## config.mk

```make
export PLATFORM = sky130hd
export DESIGN_NAME = argmax_axis_packer
export DESIGN_NICKNAME = d
export VERILOG_FILES = /design/src/rtl/argmax_axis_packer.sv
export SDC_FILE = /design/constraint.sdc
export NUM_CORES = 1
export LEC_CHECK = 0
export BUFFER_PORTS_ARGS = -buffer_cell sky130_fd_sc_hd__buf_2
export CORE_MARGIN = 4
export CORE_UTILIZATION = 55
export DETAILED_ROUTE_END_ITERATION = 10
export HOLD_SLACK_MARGIN = 0.05
export PLACE_DENSITY = 0.89
export SLEW_MARGIN = 20
export SYNTH_ARGS = -nofsm -noshare
export SYNTH_HDL_FRONTEND = slang
export SYNTH_SLANG_ARGS = --single-unit
```

## constraint.sdc

```tcl
create_clock -name m00_axis_aclk -period 3.5 [get_ports m00_axis_aclk]
set_input_delay 0.175 -clock m00_axis_aclk [delete_from_list [all_inputs] [get_ports m00_axis_aclk]]
set_output_delay 0.175 -clock m00_axis_aclk [all_outputs]
set_load 0.01 [all_outputs]
```

## src/rtl/argmax_axis_packer.sv

```systemverilog
// Sequential argmax over a class-sum vector; results are queued and streamed out on M00_AXIS.
// Optional macro ARGMAX_SUM_OUT_EN stores the winning sum and places it in tdata[31:16].
module argmax_axis_packer #(
   parameter int CLASS_NUM              = 10,
   parameter int WEIGHT_LENGTH          = 7,
   parameter int C_M00_AXIS_TDATA_WIDTH = 64,
   parameter int FIFO_DEPTH             = 4,
   parameter int IDX_WIDTH              = (CLASS_NUM > 1) ? $clog2(CLASS_NUM) : 1
) (
   input  logic                                  m00_axis_aclk,
   input  logic                                  m00_axis_aresetn,
   input  logic                                  sum_valid,
   output logic                                  sum_ready,
   input  logic [CLASS_NUM*WEIGHT_LENGTH-1:0]    class_sums,
   input  logic                                  sum_last,
   input  logic                                  m00_axis_tready,
   output logic                                  m00_axis_tvalid,
   output logic [C_M00_AXIS_TDATA_WIDTH-1:0]     m00_axis_tdata,
   output logic [C_M00_AXIS_TDATA_WIDTH/8-1:0]   m00_axis_tkeep,
   output logic [C_M00_AXIS_TDATA_WIDTH/8-1:0]   m00_axis_tstrb,
   output logic                                  m00_axis_tlast
);

   localparam int PTR_W  = (FIFO_DEPTH > 1) ? $clog2(FIFO_DEPTH) : 1;
   localparam int KEEP_W = C_M00_AXIS_TDATA_WIDTH / 8;
`ifdef ARGMAX_SUM_OUT_EN
   localparam int ENTRY_W = 1 + IDX_WIDTH + WEIGHT_LENGTH;
`else
   localparam int ENTRY_W = 1 + IDX_WIDTH;
`endif

   typedef enum logic [1:0] {IDLE = 2'd0, SCAN = 2'd1, PUSH = 2'd2} state_t;

   function automatic logic [15:0] sext16(input logic [WEIGHT_LENGTH-1:0] v);
      return 16'($signed(v));
   endfunction

   state_t                               state_q;
   logic                                 sum_ready_q;
   logic [CLASS_NUM*WEIGHT_LENGTH-1:0]   sums_q;
   logic                                 last_q;
   logic [IDX_WIDTH-1:0]                 scan_idx_q;
   logic [IDX_WIDTH-1:0]                 best_idx_q;
   logic [WEIGHT_LENGTH-1:0]             best_sum_q;

   logic [ENTRY_W-1:0]                   mem_q [FIFO_DEPTH];
   logic [PTR_W:0]                       wr_ptr_q;
   logic [PTR_W:0]                       rd_ptr_q;

   logic                                 full_s;
   logic                                 empty_s;
   logic                                 push_s;
   logic                                 pop_s;
   logic [WEIGHT_LENGTH-1:0]             cur_sum_s;
   logic [ENTRY_W-1:0]                   push_entry_s;
   logic [ENTRY_W-1:0]                   rd_entry_s;
   logic [C_M00_AXIS_TDATA_WIDTH-1:0]    tdata_s;

   // The extra pointer MSB separates full from empty when the index bits match.
   assign full_s  = (wr_ptr_q[PTR_W] != rd_ptr_q[PTR_W]) &&
                    (wr_ptr_q[PTR_W-1:0] == rd_ptr_q[PTR_W-1:0]);
   assign empty_s = (wr_ptr_q == rd_ptr_q);
   assign push_s  = (state_q == PUSH) && !full_s;
   assign pop_s   = !empty_s && m00_axis_tready;

   // Unscanned sums are shifted down so the next candidate is always in the low slot.
   assign cur_sum_s  = sums_q[WEIGHT_LENGTH-1:0];
   assign rd_entry_s = mem_q[rd_ptr_q[PTR_W-1:0]];
`ifdef ARGMAX_SUM_OUT_EN
   assign push_entry_s = {last_q, best_idx_q, best_sum_q};
`else
   assign push_entry_s = {last_q, best_idx_q};
`endif

   // Scan controller: accept, walk classes with strict-greater compare, push result.
   always_ff @(posedge m00_axis_aclk or negedge m00_axis_aresetn) begin
      if (!m00_axis_aresetn) begin
         state_q     <= IDLE;
         sum_ready_q <= 1'b0;
         sums_q      <= '0;
         last_q      <= 1'b0;
         scan_idx_q  <= '0;
         best_idx_q  <= '0;
         best_sum_q  <= '0;
      end else begin
         case (state_q)
            IDLE: begin
               if (sum_valid && sum_ready_q) begin
                  sums_q      <= class_sums >> WEIGHT_LENGTH;
                  last_q      <= sum_last;
                  best_idx_q  <= '0;
                  best_sum_q  <= class_sums[WEIGHT_LENGTH-1:0];
                  scan_idx_q  <= IDX_WIDTH'(1);
                  sum_ready_q <= 1'b0;
                  state_q     <= (CLASS_NUM == 1) ? PUSH : SCAN;
               end else begin
                  sum_ready_q <= 1'b1;
               end
            end
            SCAN: begin
               if ($signed(cur_sum_s) > $signed(best_sum_q)) begin
                  best_idx_q <= scan_idx_q;
                  best_sum_q <= cur_sum_s;
               end else begin
                  best_idx_q <= best_idx_q;
               end
               sums_q     <= sums_q >> WEIGHT_LENGTH;
               scan_idx_q <= scan_idx_q + IDX_WIDTH'(1);
               if (scan_idx_q == IDX_WIDTH'(CLASS_NUM - 1)) begin
                  state_q <= PUSH;
               end else begin
                  state_q <= SCAN;
               end
            end
            PUSH: begin
               if (!full_s) begin
                  state_q     <= IDLE;
                  sum_ready_q <= 1'b1;
               end else begin
                  state_q <= PUSH;
               end
            end
            default: begin
               state_q     <= IDLE;
               sum_ready_q <= 1'b0;
            end
         endcase
      end
   end

   // Result FIFO storage and pointers; no bypass, so a push shows up one cycle later.
   always_ff @(posedge m00_axis_aclk or negedge m00_axis_aresetn) begin
      if (!m00_axis_aresetn) begin
         for (int k = 0; k < FIFO_DEPTH; k++) begin
            mem_q[k] <= '0;
         end
         wr_ptr_q <= '0;
         rd_ptr_q <= '0;
      end else begin
         if (push_s) begin
            mem_q[wr_ptr_q[PTR_W-1:0]] <= push_entry_s;
            wr_ptr_q                   <= wr_ptr_q + (PTR_W+1)'(1);
         end
         if (pop_s) begin
            rd_ptr_q <= rd_ptr_q + (PTR_W+1)'(1);
         end
      end
   end

   // Output word formatting from the FIFO head.
   always_comb begin
      tdata_s = '0;
      if (!empty_s) begin
         tdata_s[15:0] = 16'(rd_entry_s[ENTRY_W-2 -: IDX_WIDTH]);
`ifdef ARGMAX_SUM_OUT_EN
         tdata_s[31:16] = sext16(rd_entry_s[WEIGHT_LENGTH-1:0]);
`endif
      end else begin
         tdata_s = '0;
      end
   end

   assign sum_ready       = sum_ready_q;
   assign m00_axis_tvalid = !empty_s;
   assign m00_axis_tdata  = tdata_s;
   assign m00_axis_tlast  = !empty_s && rd_entry_s[ENTRY_W-1];
   assign m00_axis_tkeep  = {KEEP_W{!empty_s}};
   assign m00_axis_tstrb  = {KEEP_W{!empty_s}};

endmodule

```

==> results.sh, run 1 <==
export IMPL_run_status="complete, no violations"
export IMPL_netlist_area_before_placement_mm2=0.005672
export IMPL_clk_sink_count=108
export IMPL_cts_root_buffer="sky130_fd_sc_hd__clkbuf_8"
export IMPL_crit_path_start_kind="flip-flop"
export IMPL_min_period_ns=2.340
export IMPL_cts_post_setup_buffers_inserted=0
export IMPL_grt_antenna_before_repair=0
export IMPL_fill_cells=819
export IMPL_count_of_flip_flops_with_a_built_in_enable_after_synthesis=0
export IMPL_fin_hold_ws_ns=0.07103
export IMPL_critPathArrivalTime_ns=2.17
export IMPL_fin_setup_tns_ns=0
export IMPL_globalRoute_totalOverflow=0
export IMPL_setup_slack_ns=1.160
export IMPL_n_antenna_cell=0
export IMPL_cell_pwr_density_mw_per_mm2=778.5
export IMPL_final_min_period_over_clock_period_pct=66.86
export IMPL_final_setup_viol_count=0
export IMPL_placementRows=36
export IMPL_use_met3_pct=5.226
export IMPL_asyncSetResetFlopFracSynth_pct=100.0
export IMPL_synth_top_area_share_pct=47.65
export IMPL_dpl_cell_count=723
export IMPL_cts_made_buffers=9
export IMPL_r2r_end="sums_q[39]"
export IMPL_worst_r2r_cell_count=4
export IMPL_drc=0
export IMPL_critPathKind="flip-flop to primary output"
export IMPL_die_y_um=109.6
export IMPL_htree_num_levels=3
export IMPL_finish_utilization_pct=62.60
export IMPL_cellLeakagePower_nw=2.964
export IMPL_route_vias_total=3739
export IMPL_top_usage_layer="met2"
export IMPL_area_growth_syn_to_layout_pct=9.376
export IMPL_avg_synthesized_cell_area_um2=10.64
export IMPL_synth_ff_type="sky130_fd_sc_hd__dfrtp_1"
export IMPL_die_width_um=109.6
export IMPL_total_routing_resource_utilization_after_global_routing_pct=19.17
export IMPL_clock_tree_from_tritoncts="yes"
export IMPL_detailedRoute_firstPassIterationCount=6
export IMPL_critical_path_origin="rd_ptr_q[0]"
export IMPL_use_met1_pct=25.76
export IMPL_place_worst_setup_slack_ns=1.197
export IMPL_clkTransAtPathRegs_ns=0.12
export IMPL_routabilityCongestion=0.8075
export IMPL_cts_path_max_buffers=2
export IMPL_layout_drive_gt1_share_pct=21.14
export IMPL_setup_worst_path_end_class="primary output"
export IMPL_ys_types=37
export IMPL_postCtsResizedCells=0
export IMPL_synth_area_leader_cell="sky130_fd_sc_hd__dfrtp_1"
export IMPL_grt_max_degree=125
export IMPL_finalPower_mw=4.829
export IMPL_yosys_warnings=0
export IMPL_rr_startpoint="state_q[1]"
export IMPL_maxClockFrequency_mhz=427.3
export IMPL_slew_headroom_pct=27.17
export IMPL_start_util_pct=57.23
export IMPL_synth_top_cells_by_area="sky130_fd_sc_hd__dfrtp_1, sky130_fd_sc_hd__mux2i_1, sky130_fd_sc_hd__buf_4"
export IMPL_rsz0062_at_grt="false"
export IMPL_total_of_max_cap_violations=0
export IMPL_floorplan_die_area_mm2=0.01200
export IMPL_number_of_standard_cells_in_the_layout_taps_in_and_fillers_out=748
export IMPL_timing_critical_path_required_ns=3.32
export IMPL_clock_skew_final_ns=0.02420
export IMPL_syn_instance_count=533
export IMPL_worst_slew_pin_transition_ns=1.092
export IMPL_ffs_latches_synth=108
export IMPL_grtUsageMet2_pct=30.95
export IMPL_post_drt_wl_per_cell_um=14.68
export IMPL_vias_in_the_first_global_route=3701
export IMPL_drt_initial_drc_count=161
export IMPL_placeableCoreArea_mm2=0.009910
export IMPL_clk_latency_ns=0.38
export IMPL_layout_cell_area_non_filler_mm2=0.006203
export IMPL_peakVddDrop_uv=489.1
export IMPL_numPortBuffers=97
export IMPL_timing_final_max_slew_violations=0
export IMPL_dp_hpwl_mm=8.083
export IMPL_worst_setup_slack_for_register_to_register_paths_ns=1.19
export IMPL_ant_nets=0
export IMPL_critical_path_max_fanout=24
export IMPL_sequential_fraction_of_the_synthesis_area_pct=47.65
export IMPL_crit_path_end="m00_axis_tdata[0]"
export IMPL_final_number_of_hold_violating_endpoints=0
export IMPL_pin_count=158
export IMPL_drt_vias_per_instance=4.999
export IMPL_hold_class="input pin to flip-flop"
export IMPL_number_of_nets_in_the_layout=699
export IMPL_global_route_wire_length_before_repair_mm=17.98
export IMPL_drt_total_wl_mm=10.98
export IMPL_placed_area_mm2=0.005912
area by class of cell:
type / count / area (um2) / share of cell area (%)
flip-flops and latches: 108 / 2703 / 43.57
multi-input cells: 367 / 2472 / 39.85
repair buffers: 110 / 608.1 / 9.802
well taps: 133 / 166.4 / 2.683
clock buffers: 9 / 123.9 / 1.997
clock inverters: 7 / 77.57 / 1.251
inverters: 14 / 52.55 / 0.8471
Yosys cell counts, drive strengths merged (4+ instances only):
master,instances
mux4,5
dfrtp,108
mux2,25
ha,14
a21oi,4
and2,6
nand2,82
mux2i,69
xnor2,6
clkbuf,18
nor2,5
buf,85
inv,14
o21ai,66
placed cells by master, fill, tap and decap left out, drive strengths merged, types with 3 or more instances in the layout:
cell type,instances
a21oi,4
mux4,5
inv,18
nand2,82
nand3,3
buf,101
ha,14
conb,60
xnor2,6
mux2,25
clkbuf,9
mux2i,69
nand2b,3
xor2,3
dfrtp,108
dlygate4sd3,9
nor2,5
and2,6
o21ai,66
power breakdown:
part | internal [mW] | leakage (nW) | switching [mW]
Clock | 0.286 | 0.100 | 0.480
Combinational | 0.915 | 1.45 | 1.14
Sequential | 1.68 | 1.41 | 0.322
logic make-up after synthesis:
group	synth area share [%]
buf+inv	13.06
xor+xnor	1.390
flops	47.65
compound gates	7.324
simple gates	8.162
other cells	0.06612
mux	19.26
fa+ha+maj	3.088
registers in the layout (all words and copies together), names as in the netlist:
name and count:
mem_q 20, best_idx_q 4, last_q 1, state_q 2, best_sum_q 7, rd_ptr_q 3
wr_ptr_q 3, scan_idx_q 4, sums_q 63, sum_ready 1
per-layer routing:
layer | wire length, um | vias to the layer above
met2 | 5509 | 109
met3 | 721 | 15
met4 | 152 | 0
li1 | - | 1824
met1 | 4596 | 1791
met5 | 0 | -
critical path: stages, from the launching register on:
cell,delay (ns)
sky130_fd_sc_hd__dfrtp_1,0.55
sky130_fd_sc_hd__xnor2_1,0.34
sky130_fd_sc_hd__nand3b_1,0.47
sky130_fd_sc_hd__and2_1,0.31
sky130_fd_sc_hd__buf_2,0.13
what timing repair did:
item,4_1_cts,5_1_grt
hold buffers,9,0
setup endpoints to repair,0,0
hold endpoints to repair,66,0
how the worst min path moves through the flow:
stage / from / to / slack (ns) / cells past startpoint
final: class_sums[22] / sums_q[15] / 0.07 / 3
after global routing: class_sums[54] / sums_q[47] / 0.05 / 3
after CTS: class_sums[55] / sums_q[48] / 0.07 / 3
after detailed placement: m00_axis_aresetn / best_sum_q[2] / 0.29 / 1
after global placement: m00_axis_aresetn / best_sum_q[4] / 0.29 / 1
after floorplan: m00_axis_aresetn / best_idx_q[0] / -0.12 / 0
Power figures use the tool's default switching activity.
==> run 2: changes to the inputs <==
--- a/config.mk
+++ b/config.mk
@@ -7,10 +7,10 @@
 export LEC_CHECK = 0
 export BUFFER_PORTS_ARGS = -buffer_cell sky130_fd_sc_hd__buf_2
 export CORE_MARGIN = 4
-export CORE_UTILIZATION = 55
+export CORE_UTILIZATION = 53
 export DETAILED_ROUTE_END_ITERATION = 10
 export HOLD_SLACK_MARGIN = 0.05
-export PLACE_DENSITY = 0.89
+export PLACE_DENSITY = 0.87
 export SLEW_MARGIN = 20
 export SYNTH_ARGS = -nofsm -noshare
 export SYNTH_HDL_FRONTEND = slang
==> constraint.sdc (replaced) <==
create_clock -name m00_axis_aclk -period 2.2 [get_ports m00_axis_aclk]
set_input_delay 0.11 -clock m00_axis_aclk [delete_from_list [all_inputs] [get_ports m00_axis_aclk]]
set_output_delay 0.11 -clock m00_axis_aclk [all_outputs]
set_load 0.01 [all_outputs]
==> run 2 against run 1 <==
Compared with the run above: first-iteration DRC count is 27% higher; hold slack got worse by 0.0094 ns; via count is 7.3% higher; wire length rose by 9.8%; combinational power increased by 73%; critical endpoint is now best_sum_q[0].
==> results.sh, run 2 (synthesis results as in run 1) <==
export IMPL_clock_tree_from_tritoncts="yes"
export IMPL_n_antenna_cell=0
export IMPL_route_vias_total=4012
export IMPL_cts_post_setup_buffers_inserted=0
export IMPL_floorplan_die_area_mm2=0.01242
export IMPL_dp_hpwl_mm=7.867
export IMPL_start_util_pct=54.69
export IMPL_grt_antenna_before_repair=0
export IMPL_layout_cell_area_non_filler_mm2=0.006709
export IMPL_ant_nets=0
export IMPL_clock_skew_final_ns=0.009199
export IMPL_grt_max_degree=125
export IMPL_run_status="complete, no violations"
export IMPL_die_y_um=111.4
export IMPL_fill_cells=771
export IMPL_place_worst_setup_slack_ns=0.04913
export IMPL_critPathKind="flip-flop to flip-flop"
export IMPL_cellLeakagePower_nw=3.179
export IMPL_drt_vias_per_instance=5.015
export IMPL_hold_start="class_sums[61]"
export IMPL_cts_root_buffer="sky130_fd_sc_hd__clkbuf_8"
export IMPL_timing_critical_path_required_ns=2.45
export IMPL_numPortBuffers=97
export IMPL_critical_path_origin="sums_q[6]"
export IMPL_worst_r2r_cell_count=4
export IMPL_hold_class="input pin to flip-flop"
export IMPL_fin_setup_tns_ns=0
export IMPL_total_routing_resource_utilization_after_global_routing_pct=19.57
export IMPL_crit_path_start_kind="flip-flop"
export IMPL_detailedRoute_firstPassIterationCount=4
export IMPL_final_min_period_over_clock_period_pct=97.00
export IMPL_worst_setup_slack_for_register_to_register_paths_ns=0.07
export IMPL_die_width_um=111.4
export IMPL_area_growth_syn_to_layout_pct=18.29
export IMPL_routabilityCongestion=0.7804
export IMPL_cell_pwr_density_mw_per_mm2=1181
export IMPL_final_setup_viol_count=0
export IMPL_post_drt_wl_per_cell_um=15.07
export IMPL_total_of_max_cap_violations=0
export IMPL_maxClockFrequency_mhz=468.6
export IMPL_min_period_ns=2.134
export IMPL_setup_worst_path_end_class="flip-flop"
export IMPL_cts_made_buffers=9
export IMPL_clkTransAtPathRegs_ns=0.09
export IMPL_drc=0
export IMPL_rsz0062_at_grt="false"
export IMPL_globalRoute_totalOverflow=0
export IMPL_r2r_end="best_sum_q[0]"
export IMPL_global_route_wire_length_before_repair_mm=20.04
export IMPL_peakVddDrop_uv=646.9
export IMPL_worst_slew_pin_transition_ns=0.5895
export IMPL_pin_count=158
export IMPL_holdPathStages=3
export IMPL_clk_sink_count=108
export IMPL_timing_final_max_slew_violations=0
export IMPL_hold_critical_path_endpoint="sums_q[54]"
export IMPL_largest_register_ff_count=63
export IMPL_number_of_nets_in_the_layout=748
export IMPL_placementRows=37
export IMPL_largest_register="sums_q"
export IMPL_rr_startpoint="sums_q[6]"
export IMPL_clk_latency_ns=0.37
export IMPL_drt_initial_drc_count=204
export IMPL_placed_area_mm2=0.005991
export IMPL_slew_headroom_pct=60.70
export IMPL_layout_drive_gt1_share_pct=19.88
export IMPL_final_cell_mix="sky130_fd_sc_hd__dfrtp_1, sky130_fd_sc_hd__buf_2, sky130_fd_sc_hd__nand2_1, sky130_fd_sc_hd__mux2i_1, sky130_fd_sc_hd__conb_1"
export IMPL_setup_slack_ns=0.06609
export IMPL_vias_in_the_first_global_route=4107
export IMPL_placeableCoreArea_mm2=0.01037
export IMPL_largestRegisters="sums_q x63, mem_q x20, best_sum_q x7"
export IMPL_critPathArrivalTime_ns=2.39
export IMPL_critical_path_max_fanout=8
export IMPL_drt_total_wl_mm=12.06
export IMPL_cts_path_max_buffers=2
export IMPL_final_common_cell="sky130_fd_sc_hd__dfrtp_1"
export IMPL_finalPower_mw=7.923
export IMPL_htree_num_levels=3
export IMPL_final_number_of_hold_violating_endpoints=0
-- run 2: cell types whose count changed in the layout (fill, tap and decap cells not counted), moves of 2 or more --
cell,change
sky130_fd_sc_hd__dlygate4sd3_1,+44
sky130_fd_sc_hd__buf_12,+3
sky130_fd_sc_hd__clkbuf_1,+4
sky130_fd_sc_hd__inv_8,-4
sky130_fd_sc_hd__buf_4,+2
-- run 2: what timing repair did --
item,4_1_cts,5_1_grt
setup endpoints to repair,0,7
hold endpoints to repair,160,1
hold buffers,52,1
gates resized for setup,0,1
-- run 2: metrics by stage --
stage          util, %  hold slack [ns]  cells
6_report         64.70          0.06158    800
5_1_grt          64.70          0.05489    800
4_1_cts          64.59          0.05041    799
3_5_place_dp     57.77           0.2323    731
3_3_place_gp     57.77           0.2275    731
2_1_floorplan        -          -0.1856    592
-- run 2: layout make-up --
class                           instances  area, um2  share of cell area, %
Clock inverter                          3      47.55                 0.7087
Sequential cell                       108       2703                  40.28
Multi-Input combinational cell        367       2474                  36.87
Clock buffer                           13      138.9                  2.070
Inverter                               14      52.55                 0.7833
Timing Repair Buffer                  159       1124                  16.75
Tap cell                              136      170.2                  2.536
-- run 2: worst max path at each step --
stage	end	slack, ns	cells past startpoint
3_3_place_gp	best_sum_q[0]	0.11	4
4_1_cts	best_sum_q[0]	0.02	4
5_1_grt	best_sum_q[0]	0.01	4
3_5_place_dp	best_sum_q[0]	0.05	4
6_report	best_sum_q[0]	0.07	4
2_1_floorplan	best_idx_q[0]	0.11	6
-- run 2: metal layers --
metal / track usage [%] / vias up / wire length, um
li1: - / 1919 / -
met1: 24.06 / 1923 / 4885
met2: 33.41 / 139 / 6124
met3: 4.891 / 31 / 763
met4: 7.380 / 0 / 282
met5: 0 / - / 0
-- run 2: report_power, final --
| part | total [mW] | internal (mW) | leakage [nW] | switching, mW |
|---|---|---|---|---|
| Sequential | 3.16 | 2.68 | 1.41 | 0.480 |
| Combinational | 3.57 | 1.62 | 1.68 | 1.95 |
| Clock | 1.19 | 0.534 | 0.0918 | 0.656 |
| Total | 7.92 | 4.84 | 3.18 | 3.09 |
-- run 2: critical path: stages, from the launching register on --
cell and delay, ns:
sky130_fd_sc_hd__dfrtp_1 0.41, sky130_fd_sc_hd__ha_1 0.34, sky130_fd_sc_hd__or4b_1 0.45, sky130_fd_sc_hd__o32a_2 0.49, sky130_fd_sc_hd__mux2_1 0.34
